**config.mk**
```make
export PLATFORM = sky130hd
export DESIGN_NAME = axi_rr_arbiter_flat
export DESIGN_NICKNAME = d
export VERILOG_FILES = /design/src/rtl/axi_pkg.sv /design/src/rtl/axi_rr_arbiter_if.sv /design/src/rtl/axi_rr_arbiter_rr_pick.sv /design/src/rtl/axi_rr_arbiter.sv /design/src/flat_wrapper.sv
export SDC_FILE = /design/constraint.sdc
export NUM_CORES = 1
export LEC_CHECK = 0
export BUFFER_PORTS_ARGS = -buffer_cell sky130_fd_sc_hd__buf_2
export CAP_MARGIN = 10
export CORE_MARGIN = 2
export CORE_UTILIZATION = 25
export DETAILED_ROUTE_END_ITERATION = 7
export SLEW_MARGIN = 30
export SYNTH_ARGS = -nofsm -noshare
export SYNTH_HDL_FRONTEND = slang
export SYNTH_SLANG_ARGS = --single-unit
```
**constraint.sdc**
```tcl
create_clock -name aclk_i -period 2.79 [get_ports aclk_i]
set_input_delay 0 -clock aclk_i [delete_from_list [all_inputs] [get_ports aclk_i]]
set_output_delay 0 -clock aclk_i [all_outputs]
set_load 0.005 [all_outputs]
```
**src/rtl/axi_pkg.sv**
```systemverilog
// Shared definitions for the round-robin stream arbiter: FSM encoding and id-width helpers.
package axi_pkg;

    typedef enum logic {
        ARB_IDLE   = 1'b0,
        ARB_LOCKED = 1'b1
    } arb_state_t;

    function automatic int clog2(input int n);
        int r;
        r = 0;
        for (int i = 0; i < 31; i++) begin
            if ((1 << i) < n) r = i + 1;
        end
        return r;
    endfunction

    // Id field never collapses to zero width, even for a single requester.
    function automatic int id_width(input int n);
        return (n <= 1) ? 1 : clog2(n);
    endfunction

endpackage

```
**src/rtl/axi_rr_arbiter_if.sv**
```systemverilog
// Bundle of the upstream request streams and the shared downstream stream of axi_rr_arbiter.
interface axi_rr_arbiter_if #(
    parameter int NUM_REQ = 4,
    parameter int DWIDTH  = 8,
    parameter int IDW     = 2
);
    import axi_pkg::*;

    // Handshake: a beat transfers on a rising clock edge where valid and ready are both high;
    // the producer keeps data/last stable while valid is high and the beat is not yet taken.
    logic [NUM_REQ-1:0]        s_valid_i;
    logic [NUM_REQ-1:0]        s_ready_o;
    logic [NUM_REQ*DWIDTH-1:0] s_data_i;
    logic [NUM_REQ-1:0]        s_last_i;
    logic                      m_valid_o;
    logic                      m_ready_i;
    logic [DWIDTH-1:0]         m_data_o;
    logic                      m_last_o;
    logic [IDW-1:0]            m_id_o;

    modport slave (
        input  s_valid_i, s_data_i, s_last_i, m_ready_i,
        output s_ready_o, m_valid_o, m_data_o, m_last_o, m_id_o
    );

    modport master (
        output s_valid_i, s_data_i, s_last_i, m_ready_i,
        input  s_ready_o, m_valid_o, m_data_o, m_last_o, m_id_o
    );

endinterface

```
**src/rtl/axi_rr_arbiter_rr_pick.sv**
```systemverilog
// Combinational round-robin picker: first set request at or after ptr, wrapping to index 0.
module rr_pick
    import axi_pkg::*;
#(
    parameter int NUM_REQ = 4,
    parameter int IDW     = 2
) (
    input  logic [NUM_REQ-1:0] req,
    input  logic [IDW-1:0]     ptr,
    output logic [NUM_REQ-1:0] gnt_onehot,
    output logic [IDW-1:0]     gnt_idx,
    output logic               gnt_any
);

    logic [NUM_REQ-1:0] masked;
    logic               hit_m;
    logic               hit_u;
    logic [IDW-1:0]     idx_m;
    logic [IDW-1:0]     idx_u;

    always_comb begin
        masked = '0;
        for (int i = 0; i < NUM_REQ; i++) begin
            masked[i] = req[i] && (i >= int'(ptr));
        end
    end

    // Scanning downward leaves the lowest set index as the final assignment.
    always_comb begin
        hit_m = 1'b0;
        idx_m = '0;
        hit_u = 1'b0;
        idx_u = '0;
        for (int i = NUM_REQ - 1; i >= 0; i--) begin
            if (masked[i]) begin
                hit_m = 1'b1;
                idx_m = IDW'(i);
            end
            if (req[i]) begin
                hit_u = 1'b1;
                idx_u = IDW'(i);
            end
        end
    end

    assign gnt_any    = hit_u;
    assign gnt_idx    = hit_m ? idx_m : idx_u;
    assign gnt_onehot = gnt_any ? (NUM_REQ'(1) << gnt_idx) : '0;

endmodule

```
**src/rtl/axi_rr_arbiter.sv**
```systemverilog
// Packet-granular round-robin arbiter with a single registered output stage.
// Optional per-requester packet counters are built when ARB_STATS_EN is defined.
module axi_rr_arbiter
    import axi_pkg::*;
#(
    parameter int  NUM_REQ = 4,
    parameter int  DWIDTH  = 8,
    localparam int IDW     = id_width(NUM_REQ)
) (
    input  logic                  aclk_i,
    input  logic                  aresetn_i,
`ifdef ARB_STATS_EN
    output logic [NUM_REQ*16-1:0] stats_pkts_o,
`endif
    output arb_state_t            dbg_state,
    axi_rr_arbiter_if.slave       bus
);

    arb_state_t         state;
    arb_state_t         state_nxt;
    logic [IDW-1:0]     rr_ptr;
    logic [IDW-1:0]     rr_ptr_nxt;
    logic [IDW-1:0]     lock_id;
    logic [IDW-1:0]     lock_id_nxt;

    logic [NUM_REQ-1:0] pick_oh;
    logic [IDW-1:0]     pick_idx;
    logic               pick_any;
    logic [NUM_REQ-1:0] grant_vec;
    logic [IDW-1:0]     win_idx;
    logic [NUM_REQ-1:0] accept_vec;
    logic               stage_free;
    logic               acc_any;
    logic               acc_last;
    logic [DWIDTH-1:0]  acc_data;

    rr_pick #(
        .NUM_REQ (NUM_REQ),
        .IDW     (IDW)
    ) u_pick (
        .req        (bus.s_valid_i),
        .ptr        (rr_ptr),
        .gnt_onehot (pick_oh),
        .gnt_idx    (pick_idx),
        .gnt_any    (pick_any)
    );

    assign stage_free = ~bus.m_valid_o | bus.m_ready_i;

    // While locked the owner keeps its grant even with valid low, so packets never get preempted.
    always_comb begin
        grant_vec = pick_oh;
        win_idx   = pick_idx;
        if (state == ARB_LOCKED) begin
            grant_vec = NUM_REQ'(1) << lock_id;
            win_idx   = lock_id;
        end
    end

    assign bus.s_ready_o = grant_vec & {NUM_REQ{stage_free}};
    assign accept_vec    = bus.s_valid_i & grant_vec & {NUM_REQ{stage_free}};
    assign acc_any       = |accept_vec;
    assign acc_last      = bus.s_last_i[win_idx];
    assign acc_data      = bus.s_data_i[win_idx*DWIDTH +: DWIDTH];
    assign dbg_state     = state;

    always_ff @(posedge aclk_i or negedge aresetn_i) begin
        if (!aresetn_i) begin
            state   <= ARB_IDLE;
            rr_ptr  <= '0;
            lock_id <= '0;
        end else begin
            state   <= state_nxt;
            rr_ptr  <= rr_ptr_nxt;
            lock_id <= lock_id_nxt;
        end
    end

    always_comb begin
        state_nxt   = state;
        rr_ptr_nxt  = rr_ptr;
        lock_id_nxt = lock_id;
        if (acc_any && acc_last) begin
            state_nxt  = ARB_IDLE;
            rr_ptr_nxt = (win_idx == IDW'(NUM_REQ - 1)) ? '0 : win_idx + IDW'(1);
        end else if (acc_any && (state == ARB_IDLE)) begin
            state_nxt   = ARB_LOCKED;
            lock_id_nxt = win_idx;
        end
    end

    always_ff @(posedge aclk_i or negedge aresetn_i) begin
        if (!aresetn_i) begin
            bus.m_valid_o <= 1'b0;
            bus.m_data_o  <= '0;
            bus.m_last_o  <= 1'b0;
            bus.m_id_o    <= '0;
        end else if (acc_any) begin
            bus.m_valid_o <= 1'b1;
            bus.m_data_o  <= acc_data;
            bus.m_last_o  <= acc_last;
            bus.m_id_o    <= win_idx;
        end else if (bus.m_valid_o && bus.m_ready_i) begin
            bus.m_valid_o <= 1'b0;
        end
    end

`ifdef ARB_STATS_EN
    for (genvar k = 0; k < NUM_REQ; k++) begin : g_stats
        logic [15:0] cnt;
        always_ff @(posedge aclk_i or negedge aresetn_i) begin
            if (!aresetn_i) begin
                cnt <= '0;
            end else if (accept_vec[k] && bus.s_last_i[k] && (cnt != 16'hFFFF)) begin
                cnt <= cnt + 16'd1;
            end
        end
        assign stats_pkts_o[k*16 +: 16] = cnt;
    end
`endif

    // Upstream must hold a pending beat steady until it is taken.
    for (genvar k = 0; k < NUM_REQ; k++) begin : g_contract
        a_hold_stable : assert property (@(posedge aclk_i) disable iff (!aresetn_i)
            (bus.s_valid_i[k] && !bus.s_ready_o[k]) |=>
            (!bus.s_valid_i[k] || ($stable(bus.s_data_i[k*DWIDTH +: DWIDTH]) && $stable(bus.s_last_i[k]))));
    end

endmodule

```
**src/flat_wrapper.sv**
```systemverilog
// flat-port wrapper written by rule: the top's interface ports become plain ports
module axi_rr_arbiter_flat import axi_pkg::*;
#(
    parameter int  NUM_REQ = 4,
    parameter int  DWIDTH  = 8,
    localparam int IDW     = id_width(NUM_REQ)
)
  (aclk_i, aresetn_i, dbg_state, bus_s_valid_i, bus_s_data_i, bus_s_last_i, bus_m_ready_i, bus_s_ready_o, bus_m_valid_o, bus_m_data_o, bus_m_last_o, bus_m_id_o);
  axi_rr_arbiter_if #(.NUM_REQ(NUM_REQ), .DWIDTH(DWIDTH), .IDW((2))) bus_i ();
  input  logic aclk_i;
  input  logic aresetn_i;
  output arb_state_t dbg_state;
  input wire logic [$bits(bus_i.s_valid_i)-1:0] bus_s_valid_i;
  input wire logic [$bits(bus_i.s_data_i)-1:0] bus_s_data_i;
  input wire logic [$bits(bus_i.s_last_i)-1:0] bus_s_last_i;
  input wire logic [$bits(bus_i.m_ready_i)-1:0] bus_m_ready_i;
  output wire logic [$bits(bus_i.s_ready_o)-1:0] bus_s_ready_o;
  output wire logic [$bits(bus_i.m_valid_o)-1:0] bus_m_valid_o;
  output wire logic [$bits(bus_i.m_data_o)-1:0] bus_m_data_o;
  output wire logic [$bits(bus_i.m_last_o)-1:0] bus_m_last_o;
  output wire logic [$bits(bus_i.m_id_o)-1:0] bus_m_id_o;
  assign bus_i.s_valid_i = bus_s_valid_i;
  assign bus_i.s_data_i = bus_s_data_i;
  assign bus_i.s_last_i = bus_s_last_i;
  assign bus_i.m_ready_i = bus_m_ready_i;
  assign bus_s_ready_o = bus_i.s_ready_o;
  assign bus_m_valid_o = bus_i.m_valid_o;
  assign bus_m_data_o = bus_i.m_data_o;
  assign bus_m_last_o = bus_i.m_last_o;
  assign bus_m_id_o = bus_i.m_id_o;
  axi_rr_arbiter #(.NUM_REQ(NUM_REQ), .DWIDTH(DWIDTH)) u_core (.aclk_i(aclk_i), .aresetn_i(aresetn_i), .dbg_state(dbg_state), .bus(bus_i));
endmodule
```
## Yosys cells after proc, flatten, opt, wreduce, memory -nomap -nowiden

Cells that the tools add are included.
W data, S select, Z words.

- Register bits: 17
- Latch bits: 0
- RAM bits: 0
- Memory bits (read-only): 0
- Bits of input ports: 43
- Word-level logic and storage cells: 58
- Memories: 0

- $add $sub $neg: 1
- Multiply operators: 0
- Divide/modulo/power cells: 0
- Magnitude comparators: 4
- Eq/ne operators: 1
- Shift-type cells: 3
- Mux-type cells: 25
- Bitwise gates (word level): 7
- Reduce and logical (&&, ||, !) cells: 10

Operator list:

| kind | number |
|---|---|
| $shiftx A32 B6 Y8 | 1 |
| $mux W2 | 10 |
| $and A4 B4 Y4 | 3 |
| $mux W1 | 12 |
| $mux W4 | 2 |
| $shl A1 B2 Y4 const A | 2 |
| $logic_and A1 B1 Y1 | 6 |
| $ge A1 B2 Y1 const A | 2 |
| $reduce_bool A2 Y1 | 2 |
| $reduce_or A4 Y1 | 1 |
| $lt A2 B3 Y1 const B | 1 |
| $not A1 Y1 | 3 |
| $add A2 B1 Y2 const B | 1 |
| $bmux W1 S2 | 1 |
| $eq A2 B2 Y1 const B | 1 |
| $ge A2 B2 Y1 const A | 1 |
| $reduce_and A2 Y1 | 1 |
| $or A1 B1 Y1 | 1 |

## Logic depth before layout (Yosys ltp)

Gate-level depths: netlist of run 1.

- Word-level depth: 15
- Mapped depth: 8

## Modules after synthesis

A second synthesis of run 1 with hierarchy kept.

- Cell total of the unflattened synthesis: 112
- Area, all modules: 1345.0 um^2

Modules (own cells, without submodules):

| module | instances | cells each | area each (um^2) | sequential area each (um^2) |
|---|---|---|---|---|
| axi_rr_arbiter | 1 | 81 | 1123.6 | 425.4 |
| rr_pick | 1 | 31 | 221.5 | 0.0 |

## Worst setup path after synthesis of run 1

Ideal clock, no wire load.

- Path kind: reg-to-reg
- From: register u_core.rr_ptr[1]
- To: register u_core.rr_ptr[1]
- Arrival: 1990 ps
- Required time: 2662 ps
- Path slack: 673 ps
- Cell stages (with the launch flop): 9
- Path buffers: 2
- Clock period less this slack: 2117 ps
- Path through: dfrtp_1 -> buf_6 -> or3b_4 -> o211ai_2 -> o31ai_2 -> buf_6 -> a22o_4 -> a22oi_4 -> mux2_1

- Cells in the longest elaborated chain, start to end: 13

Ends and longest elaborated chain:

| what | RTL line | text |
|---|---|---|
| start, declared | axi_rr_arbiter.sv:21 | `logic [IDW-1:0] rr_ptr;` |
| start signal, assigned | axi_rr_arbiter.sv:74 | `rr_ptr <= rr_ptr_nxt;` |
| $ge A2 B2 Y1 | axi_rr_arbiter_rr_pick.sv:24 | `masked[i] = req[i] && (i >= int'(ptr));` |
| $logic_and A1 B1 Y1 | axi_rr_arbiter_rr_pick.sv:24 |  |
| $mux W2 / $mux W1 (equally long branches) (3 in series) | axi_rr_arbiter_rr_pick.sv:35 | `if (masked[i]) begin` |
| $mux W2 (*) | axi_rr_arbiter_rr_pick.sv:47 | `assign gnt_idx = hit_m ? idx_m : idx_u;` |
| $shl A1 B2 Y4 | axi_rr_arbiter_rr_pick.sv:48 | `assign gnt_onehot = gnt_any ? (NUM_REQ'(1) << gnt_idx) : '0;` |
| $mux W4 | axi_rr_arbiter_rr_pick.sv:48 |  |
| $mux W4 | axi_rr_arbiter.sv:54 | `if (state == ARB_LOCKED) begin` |
| $and A4 B4 Y4 (2 in series) | axi_rr_arbiter.sv:61 | `assign accept_vec = bus.s_valid_i & grant_vec & {NUM_REQ{stage_free}};` |
| $reduce_or A4 Y1 | axi_rr_arbiter.sv:62 | `assign acc_any = \|accept_vec;` |
| $logic_and A1 B1 Y1 | axi_rr_arbiter.sv:83 | `if (acc_any && acc_last) begin` |

Mark *: on every way between the ends. The rest lies on a longest branch, timed or not. The select of a mux whose other input is x is not followed.
A chain may end at the register's enable or synchronous reset.

## Worst setup path in the final report of run 1

Ends and elaborated chain as after synthesis.

==> summary.txt, run 1 <==
FLOORPLANNING
------------------------------------------------------------------------------
Die width                                                              75.4 um
Die area                                                             5690 um^2
Area inside the core boundary                                        4820 um^2
Starting density of the core                                             0.265
Number of top-level pins                                                    60
Chip Height                                                            75.4 um
Row Count                                                                   25

WORST SETUP PATH
------------------------------------------------------------------------------
Worst path buffer plus inverter count                                        0
Crit path max fanout                                                         8
Crit-path cells                                                   or3b_4, o211ai_2, o31ai_4, mux2_2, a22oi_4, mux2_1
CP Data Required Time                                                  2920 ps
Path type of the worst setup path                                   reg -> reg
CP Capture Type                                                       register
Delay-heaviest family, CP                                         multiplexers
Crit path max-delay cell type                                     sky130_fd_sc_hd__o31ai_4
Data arrival, critical path                                            2400 ps
Crit-path max cell delay                                                460 ps
Kind of start point of the critical path                              register

TIMING
------------------------------------------------------------------------------
Setup clock skew after layout                                          2.44 ps
Max-slew violations                                                          0
Final worst path period need                                           2260 ps
Remaining max-slew budget at the tightest pin                            0.647
Setup repair after global routing missed its margin                         no
Final setup fails                                                            0
Number of hold violations in the final report                                0
Setup TNS                                                                 0 ps
Max Fclk                                                               442 MHz
Period utilisation layout                                                0.812
Slew at the pin closest to its max-slew limit                           530 ps
Final hold slack                                                       63.7 ps

POWER AND IR DROP
------------------------------------------------------------------------------
Power Internal                                                         1020 uW
Part of the power in registers                                           0.277
Static leakage                                                     0.000839 uW
Power share of the combinational group                                   0.623
Switching pwr                                                           799 uW
Power consumption                                                      1820 uW
Portion of total power attributed to the clock network                   0.100
P per Cell Area                                                   1080 nW/um^2
Worst voltage drop across the vdd grid                                  297 uV
Fraction of power spent switching nets                                   0.438

CLOCKING
------------------------------------------------------------------------------
Resize count post-CTS                                                        0
Number of H-tree levels                                                      1
TritonCTS sink count                                                        17
Clock insertion delay at the later pin of the skew report               250 ps
Number of buffers on the longest clock path                                  2
Clk slew on worst S/H paths                                              70 ps
TritonCTS clock tree                                                     built
Num CTS Buffers                                                              3
Post-CTS Setup Bufs                                                          0
Cell chosen for the clock root                                    sky130_fd_sc_hd__clkbuf_8

YOSYS
------------------------------------------------------------------------------
Area share of the leading cell type in the synthesized netlist           0.334
FF+latch count, synth                                                       17
Fraction of registers with async set or reset after synthesis             1.00
Synth Area per Inst                                                  9.24 um^2
Post-Synthesis Cells                                                       138
Share of synthesized area occupied by flip-flops and latches             0.334
Synth Cell Area                                                      1270 um^2
Yosys Warn Count                                                             0
EDFF count, synth                                                            0
Synthesized netlist net count                                              181
Top_reg_cell synth                                                sky130_fd_sc_hd__dfrtp_1
Leading cell types by total area after synthesis                  sky130_fd_sc_hd__dfrtp_1 33%, sky130_fd_sc_hd__mux2i_1 15%, sky130_fd_sc_hd__nand2_1 6.2%
Commonest cells in the synthesized netlist                        21 x sky130_fd_sc_hd__nand2_1, 19 x sky130_fd_sc_hd__mux2i_1, 17 x sky130_fd_sc_hd__dfrtp_1
Most instantiated library cell after synthesis                    sky130_fd_sc_hd__nand2_1
Number of different library cells in the post-synthesis netlist             42
Library cell with the largest summed area after synthesis         sky130_fd_sc_hd__dfrtp_1

FINAL LAYOUT
------------------------------------------------------------------------------
Multi-input logic area                                                800 um^2
Fillers                                                                    541
Final-stage net count                                                      241
Ratio of cells with drive above 1 in the final layout                    0.360
Area taken by flip-flops and latches                                  425 um^2
Area added between synthesis and finish                                  32.8%
Antenna diode count                                                          0

ROUTING
------------------------------------------------------------------------------
Total via count after detailed routing                                    1248
Detail Route Antenna Nets                                                    0
Post-detailed-route via-to-cell ratio                                     4.73
Number of DRC violations after detailed-routing iteration 0                 65
Detailed-router iteration count before antenna repair                        4
Routed wire length per instance                                        13.3 um
Sum of routed wire length over all layers                              3510 um
DRC viols                                                                    0

GLOBAL ROUTING
------------------------------------------------------------------------------
Pin count of the biggest net entering global routing                        18
GRT Overall Usage                                                        0.126
Gr ovfl total                                                                0
Antenna violations before repair                                             0
First-pass GRT wire length                                             5530 um
Number of global-route vias before repair                                 1160

PLACEMENT
------------------------------------------------------------------------------
GP Congestion                                                            0.827
Half-perimeter wire length of the detailed placement result            2790 um
Count of input and output buffers                                           59

FLOW RUN
------------------------------------------------------------------------------
# Max-Cap Violations                                                         0

MIN PATH
------------------------------------------------------------------------------
Worst min-delay path category                                        in -> reg

RUN STATUS
------------------------------------------------------------------------------
Run status                                                           completed

stage by stage:
stage,instances,utilization,cell area (um^2),worst slack [ps]
floorplan,138,-,1270,673
global placement,259,0.340,1640,582
detailed placement,259,0.340,1640,530
CTS,264,0.351,1690,514
global route,264,0.351,1690,395
finish,264,0.351,1690,526
repair_timing:
action	in CTS	in global routing
hold buffers	1	0
endpoints found under the setup margin	0	0
hold endpoints to repair	17	0
cell usage in the layout, fill, tap and decap left out, types with 3 or more instances in the layout:
master	count
sky130_fd_sc_hd__clkbuf_8	3
sky130_fd_sc_hd__mux2i_1	19
sky130_fd_sc_hd__a32oi_1	3
sky130_fd_sc_hd__and2_1	3
sky130_fd_sc_hd__nand3_1	3
sky130_fd_sc_hd__buf_2	59
sky130_fd_sc_hd__buf_4	3
sky130_fd_sc_hd__o221ai_1	9
sky130_fd_sc_hd__a21oi_1	3
sky130_fd_sc_hd__inv_1	3
sky130_fd_sc_hd__nor2_1	9
sky130_fd_sc_hd__nor2b_1	3
sky130_fd_sc_hd__nand2_1	21
sky130_fd_sc_hd__o21ai_0	4
sky130_fd_sc_hd__nand2b_1	4
sky130_fd_sc_hd__dfrtp_1	17
worst min-delay path, delay by kind of cell:
family / cells / cell delay [ps]
compound gates: 1 / 150
buf+inv: 1 / 70
mux: 1 / 50
cells by family (layout without fill, tap and decap cells):
group                     count (synthesis)  after routing  synth area share
buffers and inverters                    11             70            0.0461
AOI/OAI and AO/OA                        36             36             0.243
DFF                                      17             17             0.334
xor gates and xnor gates                  1              1           0.00687
muxes                                    22             22             0.176
and+or+nand+nor                          51             51             0.194
metal layers:
| layer | up-vias | global-route usage | share of wire |
|---|---|---|---|
| met5 | - | 0 | 0 |
| met4 | 0 | 0.0312 | 0.015 |
| met2 | 42 | 0.192 | 0.48 |
| li1 | 636 | - | - |
| met1 | 564 | 0.173 | 0.45 |
| met3 | 6 | 0.0423 | 0.058 |
final timing paths:
| kind | from | end | slack (ps) | cells past startpoint |
|---|---|---|---|---|
| worst max-delay path | u_core.rr_ptr[1] | u_core.rr_ptr[1] | 530 | 6 |
| worst min-delay path | bus_s_data_i[1] | u_core.bus.m_data_o[1] | 60 | 3 |
| worst max register to register | u_core.rr_ptr[1] | u_core.rr_ptr[1] | 530 | 6 |
| worst min register to register | u_core.bus.m_id_o[0] | u_core.bus.m_id_o[0] | 480 | 2 |
| max in group asynchronous | aresetn_i | u_core.lock_id[1] | 2300 | 2 |
| min in group asynchronous | aresetn_i | u_core.bus.m_id_o[1] | 210 | 2 |
registers in the layout, summed over array words and instances (netlist names):
| register | count |
|---|---|
| u_core.bus.m_data_o | 8 |
| u_core.bus.m_id_o | 2 |
| u_core.bus.m_last_o | 1 |
| u_core.bus.m_valid_o | 1 |
| u_core.dbg_state | 1 |
| u_core.lock_id | 2 |
| u_core.rr_ptr | 2 |
final cells by class:
type / instances / area share
clock buffer: 4 / 0.0266
inverter: 3 / 0.00665
multi-input combinational: 110 / 0.472
sequential: 17 / 0.251
tap: 67 / 0.0495
timing repair buffer: 63 / 0.194
power groups by stage:
stage	sequential, uW	clock [uW]	combinational (uW)
after floorplan	461	0	863
after global placement	502	0	1140
after detailed placement	507	0	1150
after CTS	505	194	1150
after global routing	525	205	1270
final	505	183	1130
(Power assumes the default switching activity.)
==> inputs of run 2 (changes only) <==
--- a/config.mk
+++ b/config.mk
@@ -5,6 +5,7 @@
 export SDC_FILE = /design/constraint.sdc
 export NUM_CORES = 1
 export LEC_CHECK = 0
+export ABC_AREA = 1
 export BUFFER_PORTS_ARGS = -buffer_cell sky130_fd_sc_hd__buf_2
 export CAP_MARGIN = 10
 export CORE_MARGIN = 2
==> constraint.sdc (replaced) <==
create_clock -name aclk_i -period 1.81 [get_ports aclk_i]
set_input_delay 0 -clock aclk_i [delete_from_list [all_inputs] [get_ports aclk_i]]
set_output_delay 0 -clock aclk_i [all_outputs]
set_load 0.005 [all_outputs]
==> run 2 against run 1 <==
  * Register-to-register slack worse by 520 ps
  * Sequential cell count unchanged
  * Worst hold slack better by 19 ps
  * Critical path depth up 7
  * Cell count up 27%
  * Critical path type unchanged
  * Via count up 22%
  * Sequential power up 40%
  * Total power up 110%
  * Highest routed layer unchanged
==> summary.txt, run 2 <==
ROUTING
----------------------------------------------------------------------------------
Detailed-router iteration count before antenna repair                            4
Total via count after detailed routing                                        1523
Post-detailed-route via-to-cell ratio                                         4.53
Sum of routed wire length over all layers                                  3880 um
Number of DRC violations after detailed-routing iteration 0                     21
DRC viols                                                                        0
Routed wire length per instance                                            11.6 um
Detail Route Antenna Nets                                                        0

WORST SETUP PATH
----------------------------------------------------------------------------------
Worst reg2reg setup slack                                                     5 ps
Endpoint of the lowest-slack register-to-register path                u_core.lock_id[1]
Kind of start point of the critical path                                  register
CP Data Required Time                                                      1950 ps
Path type of the worst setup path                                       reg -> reg
Cell count of the worst reg-to-reg path                                         13
R2r startpoint                                                        u_core.rr_ptr[1]
Data arrival, critical path                                                1950 ps
Crit path max fanout                                                             7
CP Capture Type                                                           register

GLOBAL ROUTING
----------------------------------------------------------------------------------
First-pass GRT wire length                                                 5730 um
GRT Overall Usage                                                            0.133
Number of global-route vias before repair                                     1334
Antenna violations before repair                                                 0
Gr ovfl total                                                                    0
Pin count of the biggest net entering global routing                            25

POWER AND IR DROP
----------------------------------------------------------------------------------
Worst voltage drop across the vdd grid                                      624 uV
P per Cell Area                                                       1950 nW/um^2
Static leakage                                                          0.00109 uW

TIMING
----------------------------------------------------------------------------------
Final hold slack                                                           82.7 ps
Final worst path period need                                               1800 ps
Number of hold violations in the final report                                    0
Final setup fails                                                                0
Setup repair after global routing missed its margin                            yes
Period utilisation layout                                                    0.997
Max-slew violations                                                              0
Remaining max-slew budget at the tightest pin                                0.739
Slew at the pin closest to its max-slew limit                               391 ps
Max Fclk                                                                   554 MHz
Setup clock skew after layout                                              4.77 ps

YOSYS
----------------------------------------------------------------------------------
Synth Cell Area                                                          1240 um^2
FF+latch count, synth                                                           17
Number of different library cells in the post-synthesis netlist                 23
Most instantiated library cell after synthesis                        sky130_fd_sc_hd__nand2_1
Synth Area per Inst                                                      6.29 um^2
Share of synthesized area occupied by flip-flops and latches                 0.343
EDFF count, synth                                                                0
Commonest cells in the synthesized netlist                            63 x sky130_fd_sc_hd__nand2_1, 22 x sky130_fd_sc_hd__inv_1, 17 x sky130_fd_sc_hd__dfrtp_1
Top_reg_cell synth                                                    sky130_fd_sc_hd__dfrtp_1
Post-Synthesis Cells                                                           197
Fraction of registers with async set or reset after synthesis                 1.00
Yosys Warn Count                                                                 0
Area share of the leading cell type in the synthesized netlist               0.343
Leading cell types by total area after synthesis                      sky130_fd_sc_hd__dfrtp_1 34%, sky130_fd_sc_hd__nand2_1 19%, sky130_fd_sc_hd__inv_1 6.7%
Library cell with the largest summed area after synthesis             sky130_fd_sc_hd__dfrtp_1
Synthesized netlist net count                                                  240

MIN PATH
----------------------------------------------------------------------------------
Endpoint of the worst hold-timing path                                u_core.bus.m_data_o[4]
HP Start                                                              bus_s_data_i[12]
Worst min-delay path category                                            in -> reg
Hold path depth                                                                  5

CLOCKING
----------------------------------------------------------------------------------
Clock insertion delay at the later pin of the skew report                   250 ps
TritonCTS clock tree                                                         built
TritonCTS sink count                                                            17
Num CTS Buffers                                                                  3
Clk slew on worst S/H paths                                                  70 ps
Number of H-tree levels                                                          1
Cell chosen for the clock root                                        sky130_fd_sc_hd__clkbuf_8
Number of buffers on the longest clock path                                      2

FINAL LAYOUT
----------------------------------------------------------------------------------
Ratio of cells with drive above 1 in the final layout                        0.472
Antenna diode count                                                              0
Flip-flop count of the largest register, all copies and words added              8
Final Instance Area                                                      2000 um^2
Top library cells by usage in the layout, fill and taps aside         59 x sky130_fd_sc_hd__buf_2, 45 x sky130_fd_sc_hd__nand2_1, 22 x sky130_fd_sc_hd__inv_1
Most flops, register                                                  u_core.bus.m_data_o
Area added between synthesis and finish                                      61.3%
Commonest non-fill, non-tap cell in the layout                        sky130_fd_sc_hd__buf_2
Final-stage net count                                                          313

FLOORPLANNING
----------------------------------------------------------------------------------
Row Count                                                                       25
Number of top-level pins                                                        60
Chip Height                                                                74.4 um
Starting density of the core                                                 0.261
Die area                                                                 5540 um^2
Die width                                                                  74.4 um
Area inside the core boundary                                            4750 um^2

PLACEMENT
----------------------------------------------------------------------------------
Half-perimeter wire length of the detailed placement result                2730 um
GP Congestion                                                                0.828
Placed standard-cell area                                                1650 um^2
Count of input and output buffers                                               59

FLOW RUN
----------------------------------------------------------------------------------
# Max-Cap Violations                                                             0

RUN STATUS
----------------------------------------------------------------------------------
Run status                                                               completed

## run 2: cell types whose count changed in the layout (fill, tap and decap cells not counted), sizes merged, moves of 3 or more
cell / before / now
a21oi: 3 / 11
a32oi: 3 / 0
buf: 62 / 71
inv: 3 / 28
mux2: 3 / 0
mux2i: 19 / 0
nand2: 21 / 69
nand2b: 4 / 0
nand3: 3 / 16
nor2: 9 / 19
nor2b: 3 / 0
o21ai: 6 / 24
o221ai: 9 / 0
## run 2: final cells by class
class,instances,area [um^2]
repair buffers,74,495
well taps,67,83.8
multi-input cells,145,831
clock buffers,4,45.0
fillers,530,2760
flip-flops and latches,17,425
inverters,29,119
## run 2: worst max-delay path, cell delays in order (launching register included)
cell and delay, ps:
sky130_fd_sc_hd__dfrtp_1 410, sky130_fd_sc_hd__nand2_1 100, sky130_fd_sc_hd__a21oi_1 200, sky130_fd_sc_hd__nand3_2 130
sky130_fd_sc_hd__nand2_4 120, sky130_fd_sc_hd__nand2_4 80, sky130_fd_sc_hd__nand2_8 110, sky130_fd_sc_hd__nand2_1 80
sky130_fd_sc_hd__nand3_2 90, sky130_fd_sc_hd__nand2_4 80, sky130_fd_sc_hd__nor2_4 110, sky130_fd_sc_hd__nand2_1 80
sky130_fd_sc_hd__nand2_1 60, sky130_fd_sc_hd__nand2_1 50
## run 2: logic make-up after synthesis
logic type / after synthesis / synth area share
and+or+nand+nor: 109 / 0.381
buffers and inverters: 35 / 0.123
DFF: 17 / 0.343
AOI/OAI and AO/OA: 36 / 0.152
## run 2: worst max path at each step
stage,slack [ps],from,to,depth (start not counted)
2_1_floorplan,150,u_core.rr_ptr[1],u_core.dbg_state,12
3_3_place_gp,30,u_core.rr_ptr[1],u_core.dbg_state,13
3_5_place_dp,5,u_core.rr_ptr[1],u_core.dbg_state,13
4_1_cts,10,u_core.rr_ptr[1],u_core.dbg_state,11
5_1_grt,-160,u_core.rr_ptr[1],u_core.lock_id[1],13
6_report,5,u_core.rr_ptr[1],u_core.lock_id[1],13
## run 2: report_power, final
part	switching, uW	internal [uW]	total (uW)
Combinational	1590	1330	2910
Clock	120	156	275
Sequential	128	577	705
## run 2: per-layer routing
| metal | track usage | vias up | share of wire |
|---|---|---|---|
| met5 | 0 | - | 0 |
| met4 | 0.0417 | 0 | 0.0080 |
| met3 | 0.0271 | 4 | 0.054 |
| met2 | 0.223 | 45 | 0.50 |
| met1 | 0.172 | 702 | 0.44 |
| li1 | - | 772 | - |
## run 2: through the flow
step | total power (uW) | cells | setup WS (ps) | util | setup TNS (ps)
floorplan | 2100 | 197 | 154 | - | 0
global placement | 2760 | 322 | 26.1 | 0.347 | 0
detailed placement | 2800 | 322 | 4.62 | 0.347 | 0
CTS | 3090 | 327 | 14.8 | 0.359 | 0
global route | 4280 | 336 | -158 | 0.421 | -1690
finish | 3890 | 336 | 5.46 | 0.421 | 0
## run 2: what timing repair did
action                                 in CTS  in global routing
setup endpoints to repair                   1                 18
pin swaps                                   0                 23
hold buffers                                1                  0
resized for setup                           1                 54
endpoints found under the hold margin      17                  0
cloned                                      0                  2
setup buffers                               0                  7
